$ cat src/rtl/hazard_control_unit_if.sv
`default_nettype none
// ----------------------------------------------------------------------------
// hazard_control_unit_if : decode/branch inputs and stall/flush/forward outputs
//                          of the pipeline hazard controller.
// Revision : 1.0
// ----------------------------------------------------------------------------
interface hazard_control_unit_if #(
  parameter int REG_ADDR_W = 4,
  parameter int NUM_SRC    = 3,
  parameter int CNT_W      = 16
);
  logic                          halt;
  logic                          deco_valid;
  logic [NUM_SRC*REG_ADDR_W-1:0] deco_src_addr;
  logic [NUM_SRC-1:0]            deco_src_used;
  logic [REG_ADDR_W-1:0]         deco_dst_addr;
  logic                          deco_reg_write;
  logic                          deco_mem_to_reg;
  logic                          branch_taken_exe;

  logic                          stall_fetch;
  logic                          stall_deco;
  logic                          flush_if_de;
  logic                          flush_deco_exe;
  logic [2*NUM_SRC-1:0]          forward_sel;
  logic [CNT_W-1:0]              stall_count;
  logic [CNT_W-1:0]              flush_count;

  modport master (
    output halt, deco_valid, deco_src_addr, deco_src_used, deco_dst_addr,
           deco_reg_write, deco_mem_to_reg, branch_taken_exe,
    input  stall_fetch, stall_deco, flush_if_de, flush_deco_exe, forward_sel,
           stall_count, flush_count
  );

  modport slave (
    input  halt, deco_valid, deco_src_addr, deco_src_used, deco_dst_addr,
           deco_reg_write, deco_mem_to_reg, branch_taken_exe,
    output stall_fetch, stall_deco, flush_if_de, flush_deco_exe, forward_sel,
           stall_count, flush_count
  );
endinterface
`default_nettype wire

$ cat src/rtl/hazard_control_unit.sv
`default_nettype none
// ----------------------------------------------------------------------------
// hazard_control_unit : shadow EXE/MEM/WB tag pipeline driving forwarding
//                       selects, load-use stall, branch flush and halt freeze.
// Revision : 1.0
// ----------------------------------------------------------------------------
module hazard_control_unit #(
  parameter int REG_ADDR_W = 4,
  parameter int NUM_SRC    = 3,
  parameter int PC_REG     = 15,
  parameter int CNT_W      = 16
) (
  input  wire logic            clk,
  input  wire logic            reset,
  hazard_control_unit_if.slave bus
);

  localparam logic [REG_ADDR_W-1:0] PC_ADDR = REG_ADDR_W'(PC_REG);
  localparam logic [CNT_W-1:0]      CNT_MAX = '1;

  logic                          exe_valid_q, exe_valid_d;
  logic                          exe_rw_q,    exe_rw_d;
  logic                          exe_load_q,  exe_load_d;
  logic [REG_ADDR_W-1:0]         exe_dst_q,   exe_dst_d;
  logic [NUM_SRC*REG_ADDR_W-1:0] exe_src_q,   exe_src_d;
  logic [NUM_SRC-1:0]            exe_used_q,  exe_used_d;
  logic                          mem_valid_q, mem_valid_d;
  logic                          mem_rw_q,    mem_rw_d;
  logic                          mem_load_q,  mem_load_d;
  logic [REG_ADDR_W-1:0]         mem_dst_q,   mem_dst_d;
  logic                          wb_valid_q,  wb_valid_d;
  logic                          wb_rw_q,     wb_rw_d;
  logic [REG_ADDR_W-1:0]         wb_dst_q,    wb_dst_d;
  logic [CNT_W-1:0]              stall_cnt_q, stall_cnt_d;
  logic [CNT_W-1:0]              flush_cnt_q, flush_cnt_d;

  logic                          load_use;
  logic                          stall;
  logic                          flush_if;
  logic                          flush_de;
  logic [2*NUM_SRC-1:0]          fwd;

  // The PC register is written by every branch but never forwarded or stalled on.
  function automatic logic hit(input logic v, input logic rw,
                               input logic [REG_ADDR_W-1:0] dst,
                               input logic [REG_ADDR_W-1:0] s);
    return v && rw && (dst == s) && (s != PC_ADDR);
  endfunction

  always_comb begin
    load_use = 1'b0;
    for (int i = 0; i < NUM_SRC; i++) begin
      if (bus.deco_src_used[i] &&
          hit(exe_valid_q, exe_rw_q, exe_dst_q, bus.deco_src_addr[i*REG_ADDR_W +: REG_ADDR_W]))
        load_use = 1'b1;
    end
    load_use = load_use && bus.deco_valid && exe_load_q;
  end

  always_comb begin
    stall    = 1'b0;
    flush_if = 1'b0;
    flush_de = 1'b0;
    if (bus.halt) begin
      stall = 1'b1;
    end else if (bus.branch_taken_exe) begin
      flush_if = 1'b1;
      flush_de = 1'b1;
    end else if (load_use) begin
      stall    = 1'b1;
      flush_de = 1'b1;
    end
  end

  always_comb begin
    exe_valid_d = exe_valid_q;
    exe_rw_d    = exe_rw_q;
    exe_load_d  = exe_load_q;
    exe_dst_d   = exe_dst_q;
    exe_src_d   = exe_src_q;
    exe_used_d  = exe_used_q;
    mem_valid_d = mem_valid_q;
    mem_rw_d    = mem_rw_q;
    mem_load_d  = mem_load_q;
    mem_dst_d   = mem_dst_q;
    wb_valid_d  = wb_valid_q;
    wb_rw_d     = wb_rw_q;
    wb_dst_d    = wb_dst_q;
    if (!bus.halt) begin
      wb_valid_d  = mem_valid_q;
      wb_rw_d     = mem_rw_q;
      wb_dst_d    = mem_dst_q;
      mem_valid_d = exe_valid_q;
      mem_rw_d    = exe_rw_q;
      mem_load_d  = exe_load_q;
      mem_dst_d   = exe_dst_q;
      if (flush_de) begin
        exe_valid_d = 1'b0;
        exe_rw_d    = 1'b0;
        exe_load_d  = 1'b0;
        exe_dst_d   = '0;
        exe_src_d   = '0;
        exe_used_d  = '0;
      end else begin
        exe_valid_d = bus.deco_valid;
        exe_rw_d    = bus.deco_reg_write;
        exe_load_d  = bus.deco_mem_to_reg;
        exe_dst_d   = bus.deco_dst_addr;
        exe_src_d   = bus.deco_src_addr;
        exe_used_d  = bus.deco_src_used;
      end
    end
  end

  // A flush outranks a load-use, so a stall is only counted without a flush.
  always_comb begin
    stall_cnt_d = stall_cnt_q;
    flush_cnt_d = flush_cnt_q;
    if (flush_if && (flush_cnt_q != CNT_MAX))
      flush_cnt_d = flush_cnt_q + CNT_W'(1);
    if (flush_de && !flush_if && (stall_cnt_q != CNT_MAX))
      stall_cnt_d = stall_cnt_q + CNT_W'(1);
  end

  always_ff @(posedge clk or posedge reset) begin
    if (reset) begin
      exe_valid_q <= 1'b0;
      exe_rw_q    <= 1'b0;
      exe_load_q  <= 1'b0;
      exe_dst_q   <= '0;
      exe_src_q   <= '0;
      exe_used_q  <= '0;
      mem_valid_q <= 1'b0;
      mem_rw_q    <= 1'b0;
      mem_load_q  <= 1'b0;
      mem_dst_q   <= '0;
      wb_valid_q  <= 1'b0;
      wb_rw_q     <= 1'b0;
      wb_dst_q    <= '0;
      stall_cnt_q <= '0;
      flush_cnt_q <= '0;
    end else begin
      exe_valid_q <= exe_valid_d;
      exe_rw_q    <= exe_rw_d;
      exe_load_q  <= exe_load_d;
      exe_dst_q   <= exe_dst_d;
      exe_src_q   <= exe_src_d;
      exe_used_q  <= exe_used_d;
      mem_valid_q <= mem_valid_d;
      mem_rw_q    <= mem_rw_d;
      mem_load_q  <= mem_load_d;
      mem_dst_q   <= mem_dst_d;
      wb_valid_q  <= wb_valid_d;
      wb_rw_q     <= wb_rw_d;
      wb_dst_q    <= wb_dst_d;
      stall_cnt_q <= stall_cnt_d;
      flush_cnt_q <= flush_cnt_d;
    end
  end

  // MEM holds the newest result; a load still in MEM has no data yet and is never selected.
  always_comb begin
    fwd = '0;
    for (int i = 0; i < NUM_SRC; i++) begin
      if (exe_valid_q && exe_used_q[i]) begin
        if (hit(mem_valid_q, mem_rw_q, mem_dst_q, exe_src_q[i*REG_ADDR_W +: REG_ADDR_W]) && !mem_load_q)
          fwd[2*i +: 2] = 2'b01;
        else if (hit(wb_valid_q, wb_rw_q, wb_dst_q, exe_src_q[i*REG_ADDR_W +: REG_ADDR_W]))
          fwd[2*i +: 2] = 2'b10;
      end
    end
  end

  assign bus.stall_fetch    = !reset && stall;
  assign bus.stall_deco     = !reset && stall;
  assign bus.flush_if_de    = !reset && flush_if;
  assign bus.flush_deco_exe = !reset && flush_de;
  assign bus.forward_sel    = reset ? '0 : fwd;
  assign bus.stall_count    = reset ? '0 : stall_cnt_q;
  assign bus.flush_count    = reset ? '0 : flush_cnt_q;

endmodule
`default_nettype wire

$ cat src/flat_wrapper.sv
// flat-port wrapper written by rule: the top's interface ports become plain ports
module hazard_control_unit_flat 
#(
  parameter int REG_ADDR_W = 4,
  parameter int NUM_SRC    = 3,
  parameter int PC_REG     = 15,
  parameter int CNT_W      = 16
)
  (clk, reset, bus_halt, bus_deco_valid, bus_deco_src_addr, bus_deco_src_used, bus_deco_dst_addr, bus_deco_reg_write, bus_deco_mem_to_reg, bus_branch_taken_exe, bus_stall_fetch, bus_stall_deco, bus_flush_if_de, bus_flush_deco_exe, bus_forward_sel, bus_stall_count, bus_flush_count);
  hazard_control_unit_if #(.REG_ADDR_W(REG_ADDR_W), .NUM_SRC(NUM_SRC), .CNT_W(CNT_W)) bus_i ();
  input  wire logic clk;
  input  wire logic reset;
  input wire logic [$bits(bus_i.halt)-1:0] bus_halt;
  input wire logic [$bits(bus_i.deco_valid)-1:0] bus_deco_valid;
  input wire logic [$bits(bus_i.deco_src_addr)-1:0] bus_deco_src_addr;
  input wire logic [$bits(bus_i.deco_src_used)-1:0] bus_deco_src_used;
  input wire logic [$bits(bus_i.deco_dst_addr)-1:0] bus_deco_dst_addr;
  input wire logic [$bits(bus_i.deco_reg_write)-1:0] bus_deco_reg_write;
  input wire logic [$bits(bus_i.deco_mem_to_reg)-1:0] bus_deco_mem_to_reg;
  input wire logic [$bits(bus_i.branch_taken_exe)-1:0] bus_branch_taken_exe;
  output wire logic [$bits(bus_i.stall_fetch)-1:0] bus_stall_fetch;
  output wire logic [$bits(bus_i.stall_deco)-1:0] bus_stall_deco;
  output wire logic [$bits(bus_i.flush_if_de)-1:0] bus_flush_if_de;
  output wire logic [$bits(bus_i.flush_deco_exe)-1:0] bus_flush_deco_exe;
  output wire logic [$bits(bus_i.forward_sel)-1:0] bus_forward_sel;
  output wire logic [$bits(bus_i.stall_count)-1:0] bus_stall_count;
  output wire logic [$bits(bus_i.flush_count)-1:0] bus_flush_count;
  assign bus_i.halt = bus_halt;
  assign bus_i.deco_valid = bus_deco_valid;
  assign bus_i.deco_src_addr = bus_deco_src_addr;
  assign bus_i.deco_src_used = bus_deco_src_used;
  assign bus_i.deco_dst_addr = bus_deco_dst_addr;
  assign bus_i.deco_reg_write = bus_deco_reg_write;
  assign bus_i.deco_mem_to_reg = bus_deco_mem_to_reg;
  assign bus_i.branch_taken_exe = bus_branch_taken_exe;
  assign bus_stall_fetch = bus_i.stall_fetch;
  assign bus_stall_deco = bus_i.stall_deco;
  assign bus_flush_if_de = bus_i.flush_if_de;
  assign bus_flush_deco_exe = bus_i.flush_deco_exe;
  assign bus_forward_sel = bus_i.forward_sel;
  assign bus_stall_count = bus_i.stall_count;
  assign bus_flush_count = bus_i.flush_count;
  hazard_control_unit #(.REG_ADDR_W(REG_ADDR_W), .NUM_SRC(NUM_SRC), .PC_REG(PC_REG), .CNT_W(CNT_W)) u_core (.clk(clk), .reset(reset), .bus(bus_i));
endmodule
$ cat config.mk
export PLATFORM = sky130hd
export DESIGN_NAME = hazard_control_unit_flat
export DESIGN_NICKNAME = d
export VERILOG_FILES = /design/src/rtl/hazard_control_unit_if.sv /design/src/rtl/hazard_control_unit.sv /design/src/flat_wrapper.sv
export SDC_FILE = /design/constraint.sdc
export NUM_CORES = 1
export LEC_CHECK = 0
export ABC_CLOCK_PERIOD_IN_PS = 2480
export CAP_MARGIN = 10
export CORE_MARGIN = 3
export CORE_UTILIZATION = 35
export DETAILED_ROUTE_END_ITERATION = 7
export PLACE_DENSITY = 0.65
export SYNTH_ARGS = -nofsm -noshare
export SYNTH_HDL_FRONTEND = slang
export SYNTH_SLANG_ARGS = --single-unit
$ cat constraint.sdc
create_clock -name clk -period 2.48 [get_ports clk]
set_input_delay 0.372 -clock clk [delete_from_list [all_inputs] [get_ports clk]]
set_output_delay 0.372 -clock clk [all_outputs]
set_load 0.01 [all_outputs]
======== After elaboration in Yosys (flattened, before gate mapping) ========
Cells that the tools add are included.
word-level totals
  register bits after elaboration ......... 67
cells by class
  add/subtract/negate cells ............... 2
  equal/unequal tests ..................... 17
  reduce and logical (&&, ||, !) cells .... 41
  multiplexer cells ....................... 28
operators by type and width
  cell                     count
  $logic_and A1 B1 Y1      38
  $eq A4 B4 Y1             9
  $add A16 B1 Y16 const B  2
  $mux W16                 2
  $ne A16 B16 Y1 const B   2
  $ne A4 B4 Y1 const B     6
  $mux W2                  9
  $mux W1                  13
  $mux W12                 1
  $mux W6                  1
  $mux W4                  1
  $logic_not A1 Y1         3
  $mux W3                  1

======== Depth between registers and ports, before layout ========
  word-level depth ........................ 14
  depth in mapped cells ................... 9
  gate-level depth less buffers ........... 6

======== Worst setup path before layout ========
No wires, ideal clock.
  path kind ............................... register to output
  start ................................... reg u_core.exe_dst_q[3]
  end ..................................... out bus_stall_fetch
  arrival ................................. 1.731 ns
  cell stages (with the launch flop) ...... 10
  buffers on the path ..................... 3
  slack ................................... 0.377 ns
  cell sequence ........................... dfrtp_1 > buf_6 > xor2_1 > nor3_1 > o2111ai_1 > nand3_2 > buf_2 > a21oi_1 > nor2_1 > buf_4
on the way
  word-level cells in the longest chain between the ends .. 13
RTL lines
  item                                  RTL line                    RTL
  start: declaration                    hazard_control_unit.sv:24   logic [REG_ADDR_W-1:0] exe_dst_q, exe_dst_d;
  start signal: assignment              hazard_control_unit.sv:146  exe_dst_q <= exe_dst_d;
  $eq A4 B4 Y1                          hazard_control_unit.sv:47   return v && rw && (dst == s) && (s != PC_ADDR);
  $logic_and A1 B1 Y1 (2 in a row)      hazard_control_unit.sv:47
  $logic_and A1 B1 Y1                   hazard_control_unit.sv:53   if (bus.deco_src_used[i] &&
  $mux W1 (2 in a row)                  hazard_control_unit.sv:53
  $mux W1 (*)                           hazard_control_unit.sv:53
  $logic_and A1 B1 Y1 (*) (2 in a row)  hazard_control_unit.sv:57   load_use = load_use && bus.deco_valid && exe_load_q;
  $mux W1 (*)                           hazard_control_unit.sv:69   end else if (load_use) begin
  $mux W1 (*)                           hazard_control_unit.sv:66   end else if (bus.branch_taken_exe) begin
  $mux W1 (*)                           hazard_control_unit.sv:64   if (bus.halt) begin
  $logic_and A1 B1 Y1 (*)               n/a
  end: declaration                      flat_wrapper.sv:21          output wire logic [$bits(bus_i.stall_fetch)-1:0] bus_stall_fetch;
Mark *: on every way between the ends. The rest lies on a longest branch, timed or not.

======== Final worst setup path ========
  start ................................... reg u_core.exe_dst_q[0]
  end ..................................... out bus_stall_fetch
on the way
  word-level cells in the longest chain between the ends .. 13
RTL lines
  item                                  RTL line                    RTL
  $eq A4 B4 Y1                          hazard_control_unit.sv:47
  $logic_and A1 B1 Y1 (2 in a row)      hazard_control_unit.sv:47
  $logic_and A1 B1 Y1                   hazard_control_unit.sv:53
  $mux W1 (2 in a row)                  hazard_control_unit.sv:53
  $mux W1 (*)                           hazard_control_unit.sv:53
  $logic_and A1 B1 Y1 (*) (2 in a row)  hazard_control_unit.sv:57
  $mux W1 (*)                           hazard_control_unit.sv:69
  $mux W1 (*)                           hazard_control_unit.sv:66
  $mux W1 (*)                           hazard_control_unit.sv:64
  $logic_and A1 B1 Y1 (*)               hazard_control_unit.sv:174  assign bus.stall_fetch = !reset && stall;
Marked as above.

==> summary.txt <==
Worst setup path
  – Max FO, Critical Path: 8
  – Setup crit end kind: output pin
  – WS Path Type: register to output pin
  – CP arrival: between 1.5 and 2 ns
  – Worst Path Required: between 2 and 2.5 ns
  – Worst setup SP type: register

Clock tree
  – Clock sinks: 67
  – Setup bufs post-CTS: 0
  – CTS H-tree lvls: 3
  – CTS tree: built
  – CTS Buf Count: 9
  – Skew-Pair Late Insertion Delay: 0.34 ns
  – Clock Tree Buf Depth: 2
  – Worst-path clk slew: about 0.070 ns
  – Hold buffers post-CTS: 0
  – Root buf cell: clkbuf_8

Floorplanning
  – # IOs: 68
  – Core box area: 9860 µm²
  – Die height: roughly 110 µm
  – Num rows: 36
  – Initial Util: a little over a third
  – Die W: 107 µm
  – Die area: ~11000 µm²

Timing
  – Clk_skew: about 0.0077 ns
  – Slew @ Worst Pin: between 0.5 and 0.6 ns
  – Max_slew headroom: about 61%
  – Slew Viols, Final: 0
  – RSZ-0062 raised after global routing: false
  – Tmin final: ~2.3 ns
  – Final period utilization: between 90% and 100%
  – Fmax: 435 MHz
  – Final WS setup: between 0.15 and 0.2 ns
  – Hold Fails Final Rpt: 0
  – Setup violators final: 0

Global routing
  – Grt total ovfl: 0
  – First-pass GRT wire length: 14.4 mm
  – Pin count of the biggest net entering global routing: 46
  – Antenna violations before repair: 0
  – Vias in the first global route: a little under 3000
  – GRT Total Usage: between 10% and 20%

Final layout
  – Final net count: roughly 450
  – Area grow syn2layout: 30.4%
  – Ant diodes: 0
  – Fillers: 910
  – Share of cells above drive strength 1: between 10 and 15%
  – Core Util, Final: ~47%

Pwr
  – Seq pwr share: 49.8%
  – Psw: approximately 0.00076 W
  – Leakage: ~2.1 nW
  – Share of total power in the clock network: roughly 33%
  – Cell Pwr Density: approximately 580 nW/µm²
  – Sw Share: about 28%
  – Worst IR drop on VDD: ~0.00026 V
  – Comb power frac: 17.0%
  – Power Internal: slightly below 0.002 W

Yosys
  – Synth top cells by count: 67 x dfrtp_1, 33 x xnor2_1, 32 x nor2b_1, 30 x nand3_1, 23 x xor2_1
  – Post-synth ARST share: 100%
  – Cells after synthesis: about 350
  – Post-synth EDFFs: 0
  – Post-synthesis sequential area ratio: 47.0%
  – Netlist cell types: 35
  – Syn Area/Cell: a little over 10 µm²
  – Synthesized net count: 374
  – Most common cell in the netlist: dfrtp_1
  – Synth warn: 0
  – Area share of the largest cell type after synthesis: between 40% and 50%
  – Synthesized cell area: 3570 µm²
  – Area contributors post-synth: dfrtp_1 47%, xnor2_1 8.1%, xor2_1 5.6%
  – #FFs+latches synth: 67
  – Most used flip-flop cell after synthesis: dfrtp_1
  – Largest area contributor in the synthesized netlist: dfrtp_1

Min path
  – Worst hold path type: register to register

Routing
  – Final antenna-violating net count: 0
  – Via/cell ratio: 5.05
  – Via count: about 2800
  – Iteration-0 DRC Markers: 81
  – First-pass iteration count of the detailed router: 4
  – DRC viols: 0
  – DR WL/cell: roughly 15 µm
  – Final WL: 8.52 mm

Place
  – Worst Setup Slack post-DPL: -0.277 ns
  – Routability cong.: approximately 0.88
  – Hpwl dp: roughly 6 mm
  – IO Port Bufs: 67

Run
  – Max_cap viols: 0

Status
  – Status: finished clean
layout by cell type, fill, tap and decap left out, drive strengths merged, types with 4 or more instances in the layout:
master          n
mux2           15
a31oi           4
nand2          13
nor2           14
nand4          13
nor2b          32
clkdlybuf4s50  58
nand3          31
a21oi           8
nor3           16
o21ai           5
buf            14
clkbuf         14
dfrtp          67
xnor2          33
xor2           23
a22o           22
and3           15
what timing repair did:
item,in CTS,in global routing
resized for setup,12,10
endpoints found under the setup margin,7,6
pin swaps,2,2
stage by stage:
step | setup TNS [ns] | instances | power (W) | area (µm²) | hold WS (ns)
final | 0 | 559 | 0.00270 | 4660 | 0.470
after global routing | 0 | 559 | 0.00285 | 4660 | 0.504
after CTS | 0 | 559 | 0.00273 | 4650 | 0.472
after detailed placement | -0.869 | 543 | 0.00182 | 4440 | 0.462
after global placement | -0.684 | 543 | 0.00180 | 4440 | 0.454
after floorplan | 0 | 346 | 0.00161 | 3570 | 0.440
flip-flops by register name, indices dropped and copies added, names as in the netlist:
register / cells
u_core.exe_dst_q: 4
u_core.exe_load_q: 1
u_core.exe_rw_q: 1
u_core.exe_src_q: 12
u_core.exe_used_q: 3
u_core.exe_valid_q: 1
u_core.flush_cnt_q: 16
u_core.mem_dst_q: 4
u_core.mem_load_q: 1
u_core.mem_rw_q: 1
u_core.mem_valid_q: 1
u_core.stall_cnt_q: 16
u_core.wb_dst_q: 4
u_core.wb_rw_q: 1
u_core.wb_valid_q: 1
cell type report:
type / instances / area, µm² / area share, %
well taps: 133 / 166 / 3.57
multi-input cells: 259 / 1830 / 39.3
repair buffers: 81 / 777 / 16.7
inverters: 3 / 11.3 / 0.242
clock buffers: 11 / 141 / 3.04
clock inverters: 5 / 52.6 / 1.13
flip-flops and latches: 67 / 1680 / 36.0
critical path: stages (launching register included):
cell	delay, ns
dfrtp_1	0.50
xor2_1	0.21
nor3_1	0.18
o2111ai_1	0.16
nand3_2	0.14
a21oi_1	0.08
nor2_1	0.16
clkbuf_2	0.17
metal layers:
metal / wire, µm / up-vias / track usage [%]
li1: - / 1387 / -
met1: 4090 / 1381 / 20.9
met2: 4060 / 43 / 25.1
met3: 186 / 13 / 2.05
met4: 178 / 0 / 7.67
met5: 0 / - / 0
power groups by stage:
stage          clock, W  sequential (W)  combinational [W]
4_1_cts        0.000922         0.00134           0.000464
3_3_place_gp          0         0.00135           0.000447
2_1_floorplan         0         0.00131           0.000302
3_5_place_dp          0         0.00136           0.000459
6_report       0.000897         0.00134           0.000459
5_1_grt        0.000978         0.00136           0.000512
worst paths after layout:
path                                   startpoint                     end  slack (ns)  depth (start not counted)
min in group asynchronous                   reset   u_core.flush_cnt_q[2]        0.73                          4
max                           u_core.exe_dst_q[0]         bus_stall_fetch        0.18                          7
max reg2reg                   u_core.exe_dst_q[0]   u_core.stall_cnt_q[9]        0.33                          7
max in group asynchronous                   reset     u_core.mem_dst_q[0]        1.20                          4
min reg2reg                u_core.flush_cnt_q[15]  u_core.flush_cnt_q[15]        0.47                          1
min                        u_core.flush_cnt_q[15]  u_core.flush_cnt_q[15]        0.47                          1
cells by family (layout without fill, tap and decap cells):
logic type,after synthesis,in the layout,synth area share [%]
AND/OR/NAND/NOR,142,142,22.0
adder cells (fa/ha/maj),2,2,0.701
buffers and inverters,20,100,2.59
XOR/XNOR,56,56,13.7
AO/OA/AOI/OAI,44,44,9.25
multiplexers,15,15,4.73
flip-flops,67,67,47.0
(Power assumes the default switching activity.)
